[src/rtl/deser_pkg.sv]
// Shared constants for the serial-to-parallel loader: FSM state encoding.
package deser_pkg;

  localparam int STATE_W = 2;

  localparam logic [STATE_W-1:0] S_IDLE  = 2'd0;
  localparam logic [STATE_W-1:0] S_SHIFT = 2'd1;
  localparam logic [STATE_W-1:0] S_DONE  = 2'd2;

endpackage

[src/rtl/deser_nbits_cnt_modn.sv]
// Saturating up-counter with synchronous clear and enable. The tc flag marks
// the value one below MAX, i.e. the cycle whose edge captures the last bit.
module cnt_modn #(
  parameter int MAX = 4,
  parameter int W   = $clog2(MAX + 1)
) (
  input  logic         clk,
  input  logic         reset,
  input  logic         clr,
  input  logic         en,
  output logic [W-1:0] count,
  output logic         tc
);

  localparam logic [W-1:0] TOP  = W'(MAX);
  localparam logic [W-1:0] LAST = W'(MAX - 1);

  logic [W-1:0] count_q;
  logic [W-1:0] count_d;

  always_comb begin
    count_d = count_q;
    if (clr) begin
      count_d = '0;
    end else if (en && (count_q != TOP)) begin
      count_d = count_q + W'(1);
    end
  end

  always_ff @(posedge clk) begin
    if (reset) begin
      count_q <= '0;
    end else begin
      count_q <= count_d;
    end
  end

  assign count = count_q;
  assign tc    = (count_q == LAST);

endmodule

[src/rtl/deser_nbits.sv]
// Serial-to-parallel loader: assembles N serial bits into a word and pulses
// load for one cycle per completed word to enable the downstream register.
module deser_nbits
  import deser_pkg::*;
#(
  parameter int N         = 4,
  parameter int MSB_FIRST = 1
) (
  input  logic                     clk,
  input  logic                     reset,
  input  logic                     start,
  input  logic                     abort,
  input  logic                     sin,
  output logic [N-1:0]             data,
  output logic                     load,
  output logic                     busy,
  output logic [$clog2(N+1)-1:0]   count
);

  localparam int CNT_W = $clog2(N + 1);

  logic [STATE_W-1:0] state_q;
  logic [STATE_W-1:0] state_d;
  logic [N-1:0]       sr_q;
  logic [N-1:0]       sr_d;
  logic               cnt_clr;
  logic               cnt_en;
  logic               cnt_tc;
  logic [CNT_W-1:0]   cnt_val;

  function automatic logic [N-1:0] shift_in(input logic [N-1:0] cur, input logic b);
    if (MSB_FIRST != 0) begin
      return {cur[N-2:0], b};
    end else begin
      return {b, cur[N-1:1]};
    end
  endfunction

  cnt_modn #(
    .MAX (N),
    .W   (CNT_W)
  ) u_cnt (
    .clk   (clk),
    .reset (reset),
    .clr   (cnt_clr),
    .en    (cnt_en),
    .count (cnt_val),
    .tc    (cnt_tc)
  );

  // Abort overrides every state; the shift register keeps its contents.
  always_comb begin
    state_d = state_q;
    sr_d    = sr_q;
    cnt_clr = 1'b0;
    cnt_en  = 1'b0;
    if (abort) begin
      state_d = S_IDLE;
      cnt_clr = 1'b1;
    end else begin
      case (state_q)
        S_IDLE: begin
          if (start) begin
            state_d = S_SHIFT;
            cnt_clr = 1'b1;
          end
        end
        S_SHIFT: begin
          sr_d   = shift_in(sr_q, sin);
          cnt_en = 1'b1;
          if (cnt_tc) begin
            state_d = S_DONE;
          end
        end
        S_DONE: begin
          if (start) begin
            state_d = S_SHIFT;
            cnt_clr = 1'b1;
          end else begin
            state_d = S_IDLE;
          end
        end
        default: begin
          state_d = S_IDLE;
          cnt_clr = 1'b1;
        end
      endcase
    end
  end

  always_ff @(posedge clk) begin
    if (reset) begin
      state_q <= S_IDLE;
      sr_q    <= '0;
    end else begin
      state_q <= state_d;
      sr_q    <= sr_d;
    end
  end

  assign busy  = (state_q == S_SHIFT);
  assign load  = (state_q == S_DONE);
  assign data  = sr_q;
  assign count = cnt_val;

endmodule
[config.mk]
export PLATFORM = sky130hd
export DESIGN_NAME = deser_nbits
export DESIGN_NICKNAME = d
export VERILOG_FILES = /design/src/rtl/deser_pkg.sv /design/src/rtl/deser_nbits_cnt_modn.sv /design/src/rtl/deser_nbits.sv
export SDC_FILE = /design/constraint.sdc
export NUM_CORES = 1
export LEC_CHECK = 0
export BUFFER_PORTS_ARGS = -buffer_cell sky130_fd_sc_hd__buf_2
export CAP_MARGIN = 30
export CELL_PAD_IN_SITES_DETAIL_PLACEMENT = 0
export CELL_PAD_IN_SITES_GLOBAL_PLACEMENT = 1
export CORE_AREA = 4 4 41 43
export CTS_CLUSTER_DIAMETER = 100
export CTS_CLUSTER_SIZE = 40
export DETAILED_ROUTE_END_ITERATION = 8
export DIE_AREA = 0 0 45 47
export GPL_ROUTABILITY_DRIVEN = 0
export HOLD_SLACK_MARGIN = 0.02
export PLACE_DENSITY = 0.73
export RECOVER_POWER = 100
export SETUP_SLACK_MARGIN = 0.3
export SYNTH_ARGS = -nofsm -noshare
export SYNTH_HDL_FRONTEND = slang
export SYNTH_SLANG_ARGS = --single-unit
[constraint.sdc]
create_clock -name clk -period 1.67 [get_ports clk]
set_clock_uncertainty 0.15 [all_clocks]
set_input_delay 0.334 -clock clk [delete_from_list [all_inputs] [get_ports clk]]
set_output_delay 0.334 -clock clk [all_outputs]
set_load 0.01 [all_outputs]
==> results of run 1 <==
==> routing by layer <==
| layer | global-route usage, % | vias to the layer above | wire [um] |
|---|---|---|---|
| met5 | 0 | - | 0 |
| met4 | 3.51 | 0 | 0 |
| met3 | 6.90 | 0 | 113 |
| met2 | 16.1 | 13 | 373 |
| met1 | 11.7 | 175 | 385 |
| li1 | - | 196 | - |
==> layout by cell type (no fill, tap or decap), drive strengths merged, types with 3 or more instances in the layout <==
cell / n
a21oi: 7
buf: 5
clkbuf: 12
dfxtp: 9
ha: 3
inv: 3
nand2: 10
nand2b: 3
nand3: 3
o21ai: 3
==> kinds of logic (layout without fill, tap and decap cells) <==
logic type,after synthesis,in the layout,synth area share (%)
fa+ha+maj,3,3,9.06
buf+inv,4,20,3.93
simple gates,23,23,29.6
flops,9,9,43.5
compound gates,11,11,13.9
==> worst max path at each step <==
stage / to / slack [ns] / start / depth (start not counted)
5_1_grt: u_cnt.count[0] / 0.13 / state_q[1] / 3
4_1_cts: load / 0.26 / state_q[0] / 2
3_3_place_gp: u_cnt.count[1] / 0.25 / abort / 4
2_1_floorplan: u_cnt.count[1] / 0.39 / state_q[1] / 4
6_report: load / 0.19 / state_q[1] / 2
3_5_place_dp: u_cnt.count[1] / 0.23 / abort / 4
==> sequential cells by signal, indices dropped and copies added (netlist names) <==
register	flops
data	4
u_cnt.count	3
state_q	2
==> worst register-to-register path, stage by stage, from the launching register on <==
cell and delay [ns]:
dfxtp_1 0.37, or3b_1 0.50, o21ai_0 0.21, a21oi_1 0.08
==> cell type report <==
| type | instances | area [sq um] | share of cell area (%) |
|---|---|---|---|
| tap | 15 | 18.8 | 3.54 |
| multi-input combinational | 37 | 229 | 43.2 |
| timing repair buffer | 13 | 61.3 | 11.6 |
| sequential | 9 | 184 | 34.7 |
| inverter | 3 | 11.3 | 2.12 |
| clock buffer | 4 | 26.3 | 4.95 |
==> through the flow <==
step                      power [mW]  hold WS, ns  util (%)  cells
final                          0.411        0.147      40.8     81
after global placement         0.246        0.304      37.9     77
after CTS                      0.418        0.141      40.7     81
after detailed placement       0.246        0.307      37.9     77
after floorplan                0.235        0.253         -     50
after global routing           0.430        0.162      40.8     81
==> power groups by stage <==
| stage | Sequential [mW] | Combinational [mW] | Clock [mW] |
|---|---|---|---|
| 2_1_floorplan | 0.223 | 0.0118 | 0 |
| 3_3_place_gp | 0.223 | 0.0225 | 0 |
| 6_report | 0.218 | 0.0252 | 0.167 |
| 5_1_grt | 0.218 | 0.0294 | 0.183 |
| 4_1_cts | 0.219 | 0.0242 | 0.175 |
| 3_5_place_dp | 0.223 | 0.0228 | 0 |
==> what timing repair did <==
item,CTS,global route
pin swaps,0,1
cloned,0,0
resized for setup,4,6
endpoints found under the setup margin,3,5
==> metrics.yaml, run 1 <==
worst-slew-pin-transition_ns: 0.435
yosys_warnings: 0
first_pass_iters: 3
place_ws_ns: 0.229
syn-instance-count: 50
cts_buffers: 3
fillers: 144
clock-root-buffer: "clkbuf_4"
max_stage_delay_ns: 0.44
final_cell_area_sq_um: 531
synth.top_cell.area_share_pct: 43.5
peakVddDrop_mv: 0.371
post-cts-setup-buffers: 0
yosysMostFrequentCell: "nand2_1"
clk_latency_ns: 0.26
synth_fp_nets: 58
synth_flop_cell: "dfxtp_1"
p_sw_share_pct: 22.1
ys_async_sr_fraction_pct: 0
hp-class: "input port to flop"
h-tree-depth: 1
regToRegSetupSlack_ns: 0.26
sequentialPowerShare_pct: 53.1
slew_headroom_pct: 70.9
cts_max_path_buffers: 2
cts_tree: "built"
routed_wl_um: 872
ff2ff_path_depth: 3
viasPerCell: 4.74
finalSetupViolCount: 0
crit_buf_inv: 1
die_area_sq_um: 2120
antenna_found_initial: 0
grt_max_degree: 8
synth_area_leaders: "dfxtp_1 (44%), ha_1 (9.1%), nand2_1 (9.1%), a21oi_1 (8.5%), nand2b_1 (4.5%)"
synth_edf_count: 0
cpMaxStageDelayCell: "dfxtp_1"
track_usage_pct: 10.5
grt.overflow.total: 0
min_path_cells: 2
grt_pass1_vias: 372
io_buffers: 13
avgSynthCellArea_sq_um: 8.28
clkSinkCount: 9
power.density_nw_per_um2: 774
r2r-end: "u_cnt.count[1]"
worstReg2RegStart: "state_q[1]"
num_antenna_cells: 0
grt_pass1_wl_um: 1580
crit_fanout: 5
path_clk_slew_ns: 0.06
synth.distinct_cells: 17
synth_commonest_cells: "nand2_1 (10), dfxtp_1 (9), a21oi_1 (7)"
p_switching_mw: 0.0906
std_cell_rows: 13
dp_hpwl_um: 640
die_h_um: 47
tns_ns: 0
initial_utilization_pct: 31.8
timing.fmax_mhz: 676
syn-cell-area_sq_um: 414
drive_gt1_share_pct: 18.2
dpl-instance-area_sq_um: 493
fin_nets: 75
ant_nets: 0
setup_ws_ns: 0.190
yosysSeqAreaShare_pct: 43.5
crit_arrival_ns: 1.00
period_needed_ns: 1.48
min-delay-start: "reset"
combPwrFrac_pct: 6.1
drt-initial-drc-count: 4
drc: 0
p_leak_nw: 0.194
crit_family: "flip-flops"
crit_chain: "and2b_1, clkbuf_1"
yosys.area.top_type: "dfxtp_1"
finalMaxSlewViolations: 0
status: "finished clean"
cp-end-kind: "output pin"
p_int_mw: 0.320
p_clk_share_pct: 40.8
crit_required_ns: 1.19
crit_path_start_kind: "flop"
syn2layout_area_growth_pct: 28.1
maxCapViolCount: 0
min_period_over_period_pct: 88.6
rsz0062_at_grt: "true"
min_to: "data[1]"
worstSetupPathType: "flop to output pin"
synth_seq_cells: 9
avgRoutedWirePerCell_um: 10.8
hold_viol: 0
cts-hold-fix-buffers: 0
core_area_sq_um: 1300
via_count: 384
io_pins: 14
die_w_um: 45
Note: power is estimated with default switching activity, not from simulation.
==> inputs of run 2 (changes only) <==
--- a/config.mk
+++ b/config.mk
@@ -17,7 +17,6 @@
 export GPL_ROUTABILITY_DRIVEN = 0
 export HOLD_SLACK_MARGIN = 0.02
 export PLACE_DENSITY = 0.73
-export RECOVER_POWER = 100
 export SETUP_SLACK_MARGIN = 0.3
 export SYNTH_ARGS = -nofsm -noshare
 export SYNTH_HDL_FRONTEND = slang
==> metrics.yaml, run 2 (same netlist as run 1, synthesis figures left out) <==
status: "finished clean"
p_sw_share_pct: 22.0
power_mw: 0.409
h-tree-depth: 1
grt_max_degree: 8
clock-root-buffer: "clkbuf_4"
p_switching_mw: 0.0900
viasPerCell: 4.75
max_stage_delay_ns: 0.36
cts_max_path_buffers: 2
crit_buf_inv: 1
worstReg2RegStart: "state_q[1]"
clk_latency_ns: 0.26
min_to: "data[1]"
whs_ns: 0.153
initial_utilization_pct: 31.8
period_needed_ns: 1.40
track_usage_pct: 10.5
largest_reg_flops: 4
fillers: 139
die_area_sq_um: 2120
power.density_nw_per_um2: 747
cts_buffers: 3
crit_family: "flip-flops"
finalSetupViolCount: 0
first_pass_iters: 4
crit_fanout: 6
drive_gt1_share_pct: 34.8
routed_wl_um: 870
std_cell_rows: 13
sequentialPowerShare_pct: 52.9
drc: 0
ant_nets: 0
crit_required_ns: 1.19
timing.fmax_mhz: 715
p_int_mw: 0.319
hp-class: "input port to flop"
die_w_um: 45
dp_hpwl_um: 640
num_antenna_cells: 0
finalMaxSlewViolations: 0
cts-hold-fix-buffers: 0
die_h_um: 47
fin_nets: 75
final_cell_mix: "buf_2 (12), nand2_1 (10), a21oi_1 (6), dfxtp_1 (6)"
peakVddDrop_mv: 0.357
cp-end-kind: "output pin"
place_ws_ns: 0.229
crit_path_start_kind: "flop"
min_period_over_period_pct: 83.7
antenna_found_initial: 0
worstSetupPathType: "flop to output pin"
avgRoutedWirePerCell_um: 10.7
path_clk_slew_ns: 0.06
setup_ws_ns: 0.272
grt.overflow.total: 0
crit_chain: "and2b_1, buf_2"
post-cts-setup-buffers: 0
min-delay-start: "reset"
r2r-end: "u_cnt.count[2]"
ff2ff_path_depth: 3
io_buffers: 13
maxCapViolCount: 0
final_common_cell: "buf_2"
slew_headroom_pct: 71.2
grt_pass1_wl_um: 1580
hold_viol: 0
min_path_cells: 2
combPwrFrac_pct: 6.5
cts_tree: "built"
clkSinkCount: 9
syn2layout_area_growth_pct: 32.3
tns_ns: 0
p_leak_nw: 0.232
core_area_sq_um: 1300
grt_pass1_vias: 372
via_count: 385
p_clk_share_pct: 40.6
crit_arrival_ns: 0.91
io_pins: 14
regToRegSetupSlack_ns: 0.37
worst-slew-pin-transition_ns: 0.430
rsz0062_at_grt: "true"
cpMaxStageDelayCell: "dfxtp_4"
drt-initial-drc-count: 5
## run 2: changes by cell type in the layout (fill, tap and decap cells not counted), sizes merged
| cell | delta |
|---|---|
| clkbuf | -8 |
| buf | +8 |
## run 2: per-layer routing
layer	up-vias	wire, um	share of wire, %	GRT usage [%]
met5	-	0	0	0
met4	0	0	0	3.51
met2	14	359	41	16.1
met1	174	405	47	11.7
li1	197	-	-	-
met3	0	105	12	6.90
## run 2: layout make-up
| cell class | count | area, sq um | area share [%] |
|---|---|---|---|
| Timing Repair Buffer | 13 | 71.3 | 13.0 |
| Clock buffer | 4 | 26.3 | 4.79 |
| Inverter | 3 | 11.3 | 2.05 |
| Multi-Input combinational cell | 37 | 231 | 42.2 |
| Tap cell | 15 | 18.8 | 3.42 |
| Sequential cell | 9 | 189 | 34.5 |
## run 2: worst max-delay path by stage
stage	cells past startpoint	endpoint	from
final	2	load	state_q[0]
after global placement	4	u_cnt.count[1]	abort
after global routing	2	load	state_q[0]
after detailed placement	4	u_cnt.count[1]	abort
after floorplan	4	u_cnt.count[1]	state_q[1]
after CTS	2	load	state_q[0]
## run 2: power by group through the flow
stage / Combinational [mW] / Sequential, mW / Clock, mW
6_report: 0.0265 / 0.217 / 0.166
5_1_grt: 0.0306 / 0.217 / 0.183
4_1_cts: 0.0242 / 0.219 / 0.175
3_5_place_dp: 0.0228 / 0.223 / 0
3_3_place_gp: 0.0225 / 0.223 / 0
2_1_floorplan: 0.0118 / 0.223 / 0
## run 2: worst reg2reg max path, delay by kind of cell, from the launching register on
kind / cells / cell delay (ns)
and+or+nand+nor: 1 / 0.44
AOI/OAI and AO/OA: 2 / 0.24
DFF: 1 / 0.35
## run 2: per-stage QoR
| step | util [%] | std cells | instance area, sq um |
|---|---|---|---|
| after floorplan | - | 50 | 414 |
| after global routing | 42.1 | 81 | 548 |
| after global placement | 37.9 | 77 | 493 |
| after detailed placement | 37.9 | 77 | 493 |
| after CTS | 40.7 | 81 | 529 |
| final | 42.1 | 81 | 548 |
## run 2: timing repair
| item | CTS | global route |
|---|---|---|
| gates cloned | 0 | 0 |
| setup endpoints to repair | 3 | 5 |
| gates resized for setup | 4 | 6 |
| pin swaps | 0 | 1 |
==> inputs of run 3 (changes only) <==
==> constraint.sdc (replaced) <==
create_clock -name clk -period 1.3 [get_ports clk]
set_clock_uncertainty 0.15 [all_clocks]
set_input_delay 0.26 -clock clk [delete_from_list [all_inputs] [get_ports clk]]
set_output_delay 0.26 -clock clk [all_outputs]
set_load 0.01 [all_outputs]
==> metrics.yaml, run 3 (same netlist as run 1, synthesis figures left out) <==
hp-class: "input port to flop"
antenna_found_initial: 0
die_h_um: 47
crit_chain: "buf_6, and2b_1, buf_2"
fillers: 125
worstSetupPathType: "flop to output pin"
drive_gt1_share_pct: 54.5
crit_arrival_ns: 0.97
num_antenna_cells: 0
clock-root-buffer: "clkbuf_4"
final_util_pct: 56.3
io_buffers: 13
final_cell_mix: "buf_6 (13), nand2_1 (10), a21oi_1 (7), dfxtp_2 (7), buf_4 (6)"
core_area_sq_um: 1300
final_common_cell: "buf_6"
drt-initial-drc-count: 14
cts_tree: "built"
period_needed_ns: 1.38
finalSetupViolCount: 4
violations: "setup timing"
grt_max_degree: 8
largest_reg_flops: 4
routed_wl_um: 967
grt.overflow.total: 0
power.density_nw_per_um2: 732
max_stage_delay_ns: 0.33
regToRegSetupSlack_ns: -0.01
clkSinkCount: 9
peakVddDrop_mv: 0.486
hold_viol: 0
h-tree-depth: 1
grt_pass1_vias: 351
path_clk_slew_ns: 0.06
timing.fmax_mhz: 727
p_leak_nw: 0.298
die_w_um: 45
initial_utilization_pct: 31.8
first_pass_iters: 4
cts_buffers: 3
ant_nets: 0
cts_max_path_buffers: 2
cp-end-kind: "output pin"
track_usage_pct: 10.2
cts-hold-fix-buffers: 0
tns_ns: -0.153
dp_hpwl_um: 676
crit_required_ns: 0.89
status: "finished with violations"
min_period_over_period_pct: 106
grt_pass1_wl_um: 1540
via_count: 416
std_cell_rows: 13
power_mw: 0.536
avgRoutedWirePerCell_um: 10.5
crit_path_start_kind: "flop"
fin_nets: 86
syn2layout_area_growth_pct: 76.7
setup_ws_ns: -0.0764
drc: 0
maxCapViolCount: 0
clk_latency_ns: 0.25
worst-slew-pin-transition_ns: 0.246
die_area_sq_um: 2120
io_pins: 14
finalMaxSlewViolations: 0
rsz0062_at_grt: "true"
viasPerCell: 4.52
slew_headroom_pct: 83.6
crit_fanout: 3
cpMaxStageDelayCell: "dfxtp_2"
-- run 3: cell count changes in the layout (fill, tap and decap cells not counted), moves of 6 or more --
cell,previous run,this run
dfxtp_1,6,0
buf_4,0,6
buf_6,1,13
dfxtp_2,1,7
buf_2,12,5
-- run 3: critical path: cells and delay by family, from the launching register on --
kind / cells / cell delay, ns
buffers and inverters: 2 / 0.23
AND/OR/NAND/NOR: 1 / 0.17
flip-flops: 1 / 0.33
-- run 3: routing by layer --
| metal | part of all wire [%] | up-vias | global-route usage [%] |
|---|---|---|---|
| met1 | 47 | 190 | 14.3 |
| li1 | - | 219 | - |
| met3 | 4.2 | 0 | 4.60 |
| met5 | 0 | - | 0 |
| met2 | 49 | 7 | 13.8 |
| met4 | 0 | 0 | 3.51 |
-- run 3: power by group --
group          switching, mW  total (mW)  internal, mW
sequential           0.00231       0.277         0.275
combinational         0.0217      0.0494        0.0277
clock                 0.0919       0.210         0.118
total                  0.116       0.536         0.420
-- run 3: area by class of cell --
type / instances / area (sq um) / share of cell area (%)
inverters: 3 / 11.3 / 1.54
repair buffers: 24 / 216 / 29.6
clock buffers: 4 / 26.3 / 3.59
well taps: 15 / 18.8 / 2.56
multi-input cells: 37 / 263 / 35.9
flip-flops and latches: 9 / 196 / 26.8
-- run 3: final timing paths --
kind,end,cells after the start,startpoint
worst max-delay path,load,3,state_q[0]
worst min-delay path,data[1],2,reset
worst max register to register,u_cnt.count[1],3,state_q[0]
worst min register to register,data[3],2,data[3]
-- run 3: stage by stage --
step | area [sq um] | std cells | hold WS, ns | worst slack, ns
after floorplan | 430 | 50 | 0.179 | 0.0601
after global placement | 526 | 80 | 0.286 | -0.0749
after detailed placement | 526 | 80 | 0.292 | -0.0963
after CTS | 686 | 89 | 0.0655 | -0.0857
after global routing | 732 | 92 | 0.0551 | -0.127
final | 732 | 92 | 0.0689 | -0.0764
-- run 3: timing repair --
item | CTS | global route
setup endpoints to repair | 18 | 18
cloned | 0 | 0
gates resized for setup | 21 | 5
buffers inserted | 5 | 3
pin swaps | 2 | 3
endpoints found under the hold margin | 0 | 0
